### src/rtl/ps2_mouse_pkg.sv
// Shared constants for the PS/2 mouse host sequencer: command/response bytes,
// init FSM state encodings and a microsecond-to-cycle helper.
package ps2_mouse_pkg;

  // Host-to-device commands
  localparam logic [7:0] CMD_RESET   = 8'hFF;
  localparam logic [7:0] CMD_SETRATE = 8'hF3;
  localparam logic [7:0] CMD_GETID   = 8'hF2;
  localparam logic [7:0] CMD_ENABLE  = 8'hF4;

  // Sample-rate arguments forming the IntelliMouse wheel knock (200, 100, 80)
  localparam logic [7:0] RATE_200 = 8'hC8;
  localparam logic [7:0] RATE_100 = 8'h64;
  localparam logic [7:0] RATE_80  = 8'h50;

  // Device-to-host responses
  localparam logic [7:0] RSP_ACK      = 8'hFA;
  localparam logic [7:0] RSP_RESEND   = 8'hFE;
  localparam logic [7:0] RSP_BAT_OK   = 8'hAA;
  localparam logic [7:0] RSP_BAT_FAIL = 8'hFC;
  localparam logic [7:0] RSP_BAT_ID   = 8'h00;
  localparam logic [7:0] ID_WHEEL     = 8'h03;

  // Byte0 of every stream packet has this bit set; used to resync
  localparam int unsigned SYNC_BIT   = 3;
  localparam int unsigned MAX_RESEND = 2;

  // Init FSM states
  localparam logic [3:0] S_IDLE_RST    = 4'd0;
  localparam logic [3:0] S_SEND        = 4'd1;
  localparam logic [3:0] S_WAIT_TX     = 4'd2;
  localparam logic [3:0] S_WAIT_ACK    = 4'd3;
  localparam logic [3:0] S_WAIT_BAT    = 4'd4;
  localparam logic [3:0] S_WAIT_BAT_ID = 4'd5;
  localparam logic [3:0] S_WAIT_ID     = 4'd6;
  localparam logic [3:0] S_STREAM      = 4'd7;
  localparam logic [3:0] S_ERROR       = 4'd8;

  // Timeout in clock cycles, never less than one
  function automatic longint unsigned us_to_cyc(input longint unsigned hz,
                                                input longint unsigned us);
    longint unsigned c;
    c = (hz * us) / 64'd1_000_000;
    return (c == 64'd0) ? 64'd1 : c;
  endfunction

endpackage

### src/rtl/ps2_pkt_asm.sv
// Stream packet assembler: collects 3- or 4-byte mouse packets, resyncs on
// byte0 bit3, drops partial packets on gap timeout or rx error, decodes fields.
module ps2_pkt_asm
  import ps2_mouse_pkg::*;
#(
  parameter int unsigned GAP_CYC = 100_000
) (
  input  logic       CLK,
  input  logic       RST,
  input  logic       en,
  input  logic       wheel_mode,
  input  logic [7:0] rx_data,
  input  logic       rx_valid,
  input  logic       rx_err,
  output logic       pkt_valid,
  output logic [2:0] btn,
  output logic [8:0] dx,
  output logic [8:0] dy,
  output logic [3:0] dz,
  output logic [1:0] ovf
);

  localparam int unsigned GAP_W = $clog2(GAP_CYC + 1);

  logic [1:0]       idx_q, idx_d;
  logic [7:0]       b0_q, b0_d, b1_q, b1_d, b2_q, b2_d;
  logic [GAP_W-1:0] gap_q, gap_d;
  logic             pkt_valid_q, pkt_valid_d;
  logic [2:0]       btn_q, btn_d;
  logic [8:0]       dx_q, dx_d, dy_q, dy_d;
  logic [3:0]       dz_q, dz_d;
  logic [1:0]       ovf_q, ovf_d;
  logic             last_c;
  logic [7:0]       ybyte_c;

  // Byte collection, resync, gap handling and field decode
  always_comb begin
    idx_d       = idx_q;
    b0_d        = b0_q;
    b1_d        = b1_q;
    b2_d        = b2_q;
    gap_d       = (gap_q != '0) ? gap_q - GAP_W'(1) : '0;
    pkt_valid_d = 1'b0;
    btn_d       = btn_q;
    dx_d        = dx_q;
    dy_d        = dy_q;
    dz_d        = dz_q;
    ovf_d       = ovf_q;
    last_c      = wheel_mode ? (idx_q == 2'd3) : (idx_q == 2'd2);
    // In 4-byte mode the Y byte was stored at index 2; in 3-byte mode it is the current byte
    ybyte_c     = wheel_mode ? b2_q : rx_data;

    if (!en || rx_err || ((idx_q != 2'd0) && (gap_q == '0))) begin
      idx_d = 2'd0;
    end else if (rx_valid) begin
      gap_d = GAP_W'(GAP_CYC);
      if (idx_q == 2'd0) begin
        if (rx_data[SYNC_BIT]) begin
          b0_d  = rx_data;
          idx_d = 2'd1;
        end
      end else if (last_c) begin
        pkt_valid_d = 1'b1;
        btn_d       = b0_q[2:0];
        dx_d        = {b0_q[4], b1_q};
        dy_d        = {b0_q[5], ybyte_c};
        dz_d        = wheel_mode ? rx_data[3:0] : 4'h0;
        ovf_d       = {b0_q[7], b0_q[6]};
        idx_d       = 2'd0;
      end else begin
        if (idx_q == 2'd1) b1_d = rx_data;
        else               b2_d = rx_data;
        idx_d = idx_q + 2'd1;
      end
    end
  end

  // State and output registers
  always_ff @(posedge CLK or posedge RST) begin
    if (RST) begin
      idx_q       <= '0;
      b0_q        <= '0;
      b1_q        <= '0;
      b2_q        <= '0;
      gap_q       <= '0;
      pkt_valid_q <= 1'b0;
      btn_q       <= '0;
      dx_q        <= '0;
      dy_q        <= '0;
      dz_q        <= '0;
      ovf_q       <= '0;
    end else begin
      idx_q       <= idx_d;
      b0_q        <= b0_d;
      b1_q        <= b1_d;
      b2_q        <= b2_d;
      gap_q       <= gap_d;
      pkt_valid_q <= pkt_valid_d;
      btn_q       <= btn_d;
      dx_q        <= dx_d;
      dy_q        <= dy_d;
      dz_q        <= dz_d;
      ovf_q       <= ovf_d;
    end
  end

  assign pkt_valid = pkt_valid_q;
  assign btn       = btn_q;
  assign dx        = dx_q;
  assign dy        = dy_q;
  assign dz        = dz_q;
  assign ovf       = ovf_q;

endmodule

### src/rtl/ps2_mouse_seq.sv
// PS/2 mouse host sequencer: power-on init FSM with command ROM, resend and
// retry handling, then hands the byte stream to ps2_pkt_asm.
// PS2_MOUSE_WHEEL_EN: when defined, adds the IntelliMouse knock (F3 C8/64/50)
// and ID read; otherwise only FF, BAT, F4 are run and packets are 3 bytes.
module ps2_mouse_seq
  import ps2_mouse_pkg::*;
#(
  parameter int unsigned CLK_HZ    = 50_000_000,
  parameter int unsigned ACK_TO_US = 25_000,
  parameter int unsigned BAT_TO_US = 1_000_000,
  parameter int unsigned GAP_TO_US = 2_000,
  parameter int unsigned MAX_RETRY = 3
) (
  input  logic       CLK,
  input  logic       RST,
  input  logic       reinit,
  output logic [7:0] tx_data,
  output logic       tx_req,
  input  logic       tx_busy,
  input  logic       tx_err,
  input  logic [7:0] rx_data,
  input  logic       rx_valid,
  input  logic       rx_err,
  output logic       init_done,
  output logic       init_err,
  output logic       wheel_mode,
  output logic       pkt_valid,
  output logic [2:0] btn,
  output logic [8:0] dx,
  output logic [8:0] dy,
  output logic [3:0] dz,
  output logic [1:0] ovf
);

  localparam longint unsigned ACK_CYC = us_to_cyc(64'(CLK_HZ), 64'(ACK_TO_US));
  localparam longint unsigned BAT_CYC = us_to_cyc(64'(CLK_HZ), 64'(BAT_TO_US));
  localparam int unsigned     GAP_CYC = 32'(us_to_cyc(64'(CLK_HZ), 64'(GAP_TO_US)));
  localparam int unsigned     TMR_W   = $clog2(BAT_CYC + 64'd1);
  localparam int unsigned     RTY_W   = $clog2(MAX_RETRY + 1);
  localparam logic [TMR_W-1:0] ACK_LD = TMR_W'(ACK_CYC);
  localparam logic [TMR_W-1:0] BAT_LD = TMR_W'(BAT_CYC);

`ifdef PS2_MOUSE_WHEEL_EN
  localparam logic [3:0] STEP_GETID = 4'd7;
  localparam logic [3:0] STEP_LAST  = 4'd8;
`else
  localparam logic [3:0] STEP_GETID = 4'd15;
  localparam logic [3:0] STEP_LAST  = 4'd1;
`endif

  // Command ROM: init step index -> command byte
  function automatic logic [7:0] step_byte(input logic [3:0] s);
    logic [7:0] b;
`ifdef PS2_MOUSE_WHEEL_EN
    case (s)
      4'd0:    b = CMD_RESET;
      4'd1:    b = CMD_SETRATE;
      4'd2:    b = RATE_200;
      4'd3:    b = CMD_SETRATE;
      4'd4:    b = RATE_100;
      4'd5:    b = CMD_SETRATE;
      4'd6:    b = RATE_80;
      4'd7:    b = CMD_GETID;
      default: b = CMD_ENABLE;
    endcase
`else
    b = (s == 4'd0) ? CMD_RESET : CMD_ENABLE;
`endif
    return b;
  endfunction

  logic [3:0]       state_q, state_d;
  logic [3:0]       step_q, step_d;
  logic [1:0]       resend_q, resend_d;
  logic [RTY_W-1:0] retry_q, retry_d;
  logic [TMR_W-1:0] timer_q, timer_d;
  logic             busy_seen_q, busy_seen_d;
  logic             tx_req_q, tx_req_d;
  logic [7:0]       tx_data_q, tx_data_d;
  logic             init_done_q, init_err_q, init_err_d;
  logic             wheel_q, wheel_d;
  logic             accept, fail, advance;
  logic [31:0]      retry_inc;

  // Init FSM next-state, timer and output logic
  always_comb begin
    state_d     = state_q;
    step_d      = step_q;
    resend_d    = resend_q;
    retry_d     = retry_q;
    timer_d     = (timer_q != '0) ? timer_q - TMR_W'(1) : '0;
    busy_seen_d = busy_seen_q;
    tx_req_d    = 1'b0;
    tx_data_d   = tx_data_q;
    init_err_d  = init_err_q;
    wheel_d     = wheel_q;
    accept      = 1'b0;
    fail        = 1'b0;
    advance     = 1'b0;
    retry_inc   = 32'(retry_q) + 32'd1;

    case (state_q)
      S_IDLE_RST: state_d = S_SEND;
      S_SEND: begin
        if (!tx_busy) begin
          tx_req_d    = 1'b1;
          tx_data_d   = step_byte(step_q);
          busy_seen_d = 1'b0;
          state_d     = S_WAIT_TX;
        end
      end
      S_WAIT_TX: begin
        if (tx_err || (timer_q == '0)) fail = 1'b1;
        else if (tx_busy)              busy_seen_d = 1'b1;
        else if (busy_seen_q)          state_d = S_WAIT_ACK;
      end
      S_WAIT_ACK: begin
        if (rx_err || (timer_q == '0)) begin
          fail = 1'b1;
        end else if (rx_valid) begin
          accept = 1'b1;
          if (rx_data == RSP_ACK) begin
            if (step_q == 4'd0)            state_d = S_WAIT_BAT;
            else if (step_q == STEP_GETID) state_d = S_WAIT_ID;
            else                           advance = 1'b1;
          end else if ((rx_data == RSP_RESEND) && (resend_q < 2'(MAX_RESEND))) begin
            resend_d = resend_q + 2'd1;
            state_d  = S_SEND;
          end else begin
            fail = 1'b1;
          end
        end
      end
      S_WAIT_BAT: begin
        if (rx_err || (timer_q == '0)) fail = 1'b1;
        else if (rx_valid) begin
          accept = 1'b1;
          // 0xFC (self-test failed) and anything else restart the sequence
          if (rx_data == RSP_BAT_OK) state_d = S_WAIT_BAT_ID;
          else                       fail = 1'b1;
        end
      end
      S_WAIT_BAT_ID: begin
        if (rx_err || (timer_q == '0)) fail = 1'b1;
        else if (rx_valid) begin
          accept = 1'b1;
          if (rx_data == RSP_BAT_ID) advance = 1'b1;
          else                       fail = 1'b1;
        end
      end
      S_WAIT_ID: begin
        if (rx_err || (timer_q == '0)) fail = 1'b1;
        else if (rx_valid) begin
          accept = 1'b1;
`ifdef PS2_MOUSE_WHEEL_EN
          wheel_d = (rx_data == ID_WHEEL);
`endif
          advance = 1'b1;
        end
      end
      S_STREAM: ;
      S_ERROR:  ;
      default:  state_d = S_IDLE_RST;
    endcase

    if (advance) begin
      step_d   = step_q + 4'd1;
      resend_d = '0;
      if (step_q == STEP_LAST) begin
        state_d = S_STREAM;
        retry_d = '0;
      end else begin
        state_d = S_SEND;
      end
    end

    if (fail) begin
      step_d   = '0;
      resend_d = '0;
      retry_d  = RTY_W'(retry_inc);
      if (retry_inc < MAX_RETRY) begin
        state_d = S_SEND;
      end else begin
        state_d    = S_ERROR;
        init_err_d = 1'b1;
      end
    end

    // reinit overrides anything else that happened this cycle
    if (reinit) begin
      state_d    = S_SEND;
      step_d     = '0;
      resend_d   = '0;
      retry_d    = '0;
      init_err_d = 1'b0;
      wheel_d    = 1'b0;
      tx_req_d   = 1'b0;
    end

    if ((state_d != state_q) || accept) begin
      timer_d = ((state_d == S_WAIT_BAT) || (state_d == S_WAIT_BAT_ID)) ? BAT_LD : ACK_LD;
    end
  end

  // Init FSM registers
  always_ff @(posedge CLK or posedge RST) begin
    if (RST) begin
      state_q     <= S_IDLE_RST;
      step_q      <= '0;
      resend_q    <= '0;
      retry_q     <= '0;
      timer_q     <= '0;
      busy_seen_q <= 1'b0;
      tx_req_q    <= 1'b0;
      tx_data_q   <= '0;
      init_done_q <= 1'b0;
      init_err_q  <= 1'b0;
      wheel_q     <= 1'b0;
    end else begin
      state_q     <= state_d;
      step_q      <= step_d;
      resend_q    <= resend_d;
      retry_q     <= retry_d;
      timer_q     <= timer_d;
      busy_seen_q <= busy_seen_d;
      tx_req_q    <= tx_req_d;
      tx_data_q   <= tx_data_d;
      init_done_q <= (state_d == S_STREAM);
      init_err_q  <= init_err_d;
      wheel_q     <= wheel_d;
    end
  end

  assign tx_req     = tx_req_q;
  assign tx_data    = tx_data_q;
  assign init_done  = init_done_q;
  assign init_err   = init_err_q;
  assign wheel_mode = wheel_q;

  ps2_pkt_asm #(
    .GAP_CYC (GAP_CYC)
  ) u_pkt_asm (
    .CLK        (CLK),
    .RST        (RST),
    .en         (state_q == S_STREAM),
    .wheel_mode (wheel_q),
    .rx_data    (rx_data),
    .rx_valid   (rx_valid),
    .rx_err     (rx_err),
    .pkt_valid  (pkt_valid),
    .btn        (btn),
    .dx         (dx),
    .dy         (dy),
    .dz         (dz),
    .ovf        (ovf)
  );

endmodule
### config.mk
export PLATFORM = sky130hd
export DESIGN_NAME = ps2_mouse_seq
export DESIGN_NICKNAME = d
export VERILOG_FILES = /design/src/rtl/ps2_mouse_pkg.sv /design/src/rtl/ps2_pkt_asm.sv /design/src/rtl/ps2_mouse_seq.sv
export SDC_FILE = /design/constraint.sdc
export NUM_CORES = 1
export LEC_CHECK = 0
export ABC_AREA = 0
export CORE_UTILIZATION = 34
export CTS_BUF_LIST = sky130_fd_sc_hd__clkbuf_8 sky130_fd_sc_hd__clkbuf_16
export DETAILED_ROUTE_END_ITERATION = 8
export HOLD_SLACK_MARGIN = 0.06
export PLACE_DENSITY = 0.58
export SETUP_SLACK_MARGIN = 0.15
export SYNTH_ARGS = -nofsm -noshare
export SYNTH_HDL_FRONTEND = slang
export SYNTH_SLANG_ARGS = --single-unit
### constraint.sdc
create_clock -name CLK -period 3.8 [get_ports CLK]
set_input_delay 0.76 -clock CLK [delete_from_list [all_inputs] [get_ports CLK]]
set_output_delay 0.76 -clock CLK [all_outputs]
set_load 0.02 [all_outputs]
==> flow_summary_export.csv <==
group,metric,value,unit
global_routing,grt_pass1_wl,17.90,mm
cts,cts-buffers-inserted,9,
yosys,async_flop_share,100.0,%
yosys,ys_warn_count,0,
layout,diodes,0,
routing,wl,10.62,mm
floorplan,num_io_pins,55,
timing,worst_pin_slew,691.3,ps
yosys,synth_cell_type_count,61,
cts,cts_buffer_depth,2,
floorplan,fp.dieH,124.2,um
worst_setup_path,slowest_delay,590,ps
routing,drt_iter0_markers,158,
routing,via_count,3645,
floorplan,initial_core_util,34.92,%
pwr,peakVddDrop,189.6,uV
layout,drive_gt1_share,18.60,%
worst_setup_path,worst_path_max_delay_cell,"or4_4",
global_routing,grt_max_degree,55,
timing,grt_setup_unrepaired,"yes",
worst_setup_path,crit_path_frequent_cell,"buf_4",
cts,postCtsSetupRepairBufs,0,
yosys,ys_ff_latch,102,
yosys,synth_area_per_cell,10.68,um^2
timing,post-route-period-util,91.94,%
cts,cts_tree,"built",
timing,max_slew_margin,53.71,%
yosys,ys.flop_type,"dfrtp_1",
worst_setup_path,path_max_fanout,22,
cts,path_clk_slew,70,ps
timing,hold_viol_final,0,
layout,final_core_util,42.42,%
yosys,syn_area,0.005075,mm^2
timing,hold_ws,487.3,ps
worst_setup_path,critPathCaptureType,"flip-flop",
global_routing,grt_overflow_total,0,
run,drv_cap,0,
worst_setup_path,crit_chain,"clkdlybuf4s50_1 > nor4_2 > buf_4 > mux2i_1 > o211a_1 > a221o_2 > buf_4 > nor3_1 > nand2_2 > xnor2_1 > or4_4 > o21ai_0",
yosys,synth_edf_count,0,
routing,first_pass_iters,5,
yosys,synth_seq_area_share,50.30,%
timing,finalClockSkew,6.670,ps
timing,maxSlewViolCount,0,
cts,cts_resized,0,
place,io_buffers,49,
cts,clk_latency,350,ps
floorplan,die-area,0.01542,mm^2
worst_setup_path,crit_path_start_kind,"primary input",
floorplan,die_x,124.2,um
layout,syn2layout_area_growth,21.50,%
place,dp_hpwl,7.569,mm
floorplan,core,0.01453,mm^2
timing,worst_slack,306.4,ps
cts,htreeDepth,3,
place,place.gp.congestion,0.8623,
cts,clock_sinks,102,
cts,cts-root-buf,"clkbuf_16",
outcome,status,"finished, final reports clean",
worst_setup_path,critPathKind,"in2reg",
timing,setup_viol,0,
routing,drc,0,
timing,layout_min_cycle_time,3494,ps
pwr,total_leakage_power,2.623,nW
global_routing,grt_util_all_layers,15.14,%
routing,wl_per_cell,14.61,um
routing,postRouteAntennaNets,0,
global_routing,antenna_found_initial,0,
layout,layout.nets,561,
hold_path,min_path_type,"reg2reg",
floorplan,row_count,44,
yosys,syn_inst,475,
routing,via_per_inst,5.014,
cts,postCtsHoldBufs,0,
timing,fmax,0.2862,GHz
worst_setup_path,cp.required,4060,ps
worst_setup_path,worstPathArrival,3760,ps
global_routing,grt_pass1_vias,3645,
place,pre_cts_ws,-195.6,ps
pwr,cellPowerDensity,433.8,mW/mm^2
[power by group]
part / internal [mW] / leakage, nW / total [mW] / switching [mW]
sequential: 1.16 / 1.32 / 1.25 / 0.0891
combinational: 0.227 / 1.16 / 0.510 / 0.283
clock: 0.512 / 0.142 / 0.919 / 0.408
total: 1.89 / 2.62 / 2.67 / 0.780
[layer usage]
layer  track usage [%]  up-vias  share of wire, %
met5                 0        -                 0
met4             6.845        0               1.5
met3             2.930        8               2.1
met2             23.90       43                49
met1             20.04     1819                48
li1                  -     1775                 -
[placed cells by master (no fill, tap or decap), types with 4 or more instances in the layout]
master	n
xor2_1	11
mux2_2	39
nand3_1	9
nand2b_1	9
dfrtp_1	102
nor3b_1	6
o21ai_0	18
nand2_1	23
nor2_1	56
o21ai_1	7
o31ai_1	5
o22ai_1	5
ha_1	7
inv_1	16
nor3_1	14
or2_2	4
or3_1	6
nor4_1	12
clkbuf_16	9
conb_1	5
xnor2_1	29
buf_4	25
clkdlybuf4s50_1	49
a21oi_1	14
[sequential cells by signal, indices dropped and copies added (netlist names), 4 cells and up]
register         flops
timer_q             26
u_pkt_asm.gap_q     17
u_pkt_asm.dx         9
u_pkt_asm.dy         9
u_pkt_asm.b1_q       8
u_pkt_asm.b0_q       7
state_q              4
step_q               4
[logic make-up (layout without fill, tap and decap cells)]
| logic type | Yosys count | count (layout) | share of synthesized area (%) |
|---|---|---|---|
| compound gates | 71 | 71 | 9.123 |
| mux | 43 | 43 | 9.467 |
| fa+ha+maj | 7 | 7 | 1.726 |
| flops | 102 | 102 | 50.30 |
| simple gates | 168 | 168 | 17.85 |
| xor+xnor | 40 | 40 | 6.903 |
| buf+inv | 43 | 107 | 4.561 |
| other cells | 1 | 5 | 0.07389 |
[cell type report]
| type | instances | area [um^2] |
|---|---|---|
| flip-flops and latches | 102 | 2552 |
| inverters | 17 | 66.31 |
| clock inverters | 6 | 68.82 |
| clock buffers | 9 | 225.2 |
| multi-input cells | 334 | 2325 |
| well taps | 184 | 230.2 |
| repair buffers | 75 | 698.2 |
| fillers | 1422 | 8368 |
[metrics by stage]
| stage | power, mW | instance area (um^2) | setup TNS, ps | std cells |
|---|---|---|---|---|
| global route | 2.814 | 6166 | 0 | 727 |
| floorplan | 1.643 | 5090 | 0 | 479 |
| CTS | 2.712 | 6153 | 0 | 727 |
| global placement | 1.765 | 5859 | -2377 | 712 |
| finish | 2.675 | 6166 | 0 | 727 |
| detailed placement | 1.776 | 5859 | -2355 | 712 |
[worst max-delay path: cells and delay by family]
family | cells | cell delay, ps
AOI/OAI and AO/OA | 3 | 800
and+or+nand+nor | 4 | 1220
xor gates and xnor gates | 1 | 150
buffers and inverters | 3 | 780
muxes | 1 | 60
[synthesized netlist by cell type (2+ instances only)]
cell type / instances / share of area [%]
dfrtp_1: 102 / 50
nor2_1: 56 / 4.1
mux2_2: 39 / 8.7
xnor2_1: 29 / 5.0
nand2_1: 23 / 1.7
o21ai_0: 18 / 1.8
inv_1: 17 / 1.3
a21oi_1: 14 / 1.4
buf_4: 14 / 2.1
nor3_1: 14 / 1.4
nor4_1: 14 / 1.7
xor2_1: 11 / 1.9
nand2b_1: 9 / 1.1
nand3_1: 9 / 0.89
clkbuf_1: 8 / 0.59
ha_1: 7 / 1.7
o21ai_1: 7 / 0.69
nor3b_1: 6 / 0.89
or3_1: 6 / 0.74
o22ai_1: 5 / 0.62
o31ai_1: 5 / 0.74
or2_2: 4 / 0.49
and2_1: 3 / 0.37
mux2i_1: 3 / 0.59
nand4_1: 3 / 0.37
nor2b_1: 3 / 0.37
a2111oi_0: 2 / 0.35
a211oi_1: 2 / 0.30
a31oi_1: 2 / 0.25
and4_1: 2 / 0.35
buf_2: 2 / 0.20
buf_6: 2 / 0.44
nand3b_1: 2 / 0.30
nor3b_2: 2 / 0.49
o21bai_1: 2 / 0.30
or4_1: 2 / 0.30
or4_4: 2 / 0.44
[path summary, 6_finish.rpt]
check                      depth (start not counted)          startpoint  slack (ps)            endpoint
max                                               12          rx_data[1]         310         timer_q[25]
max in group asynchronous                          3                 RST        2260     u_pkt_asm.dy[2]
min reg2reg                                        1  u_pkt_asm.gap_q[0]         490  u_pkt_asm.gap_q[0]
min                                                1  u_pkt_asm.gap_q[0]         490  u_pkt_asm.gap_q[0]
min in group asynchronous                          2                 RST         850  u_pkt_asm.gap_q[1]
max reg2reg                                       10          timer_q[9]         450         timer_q[25]
Power figures use the tool's default switching activity.
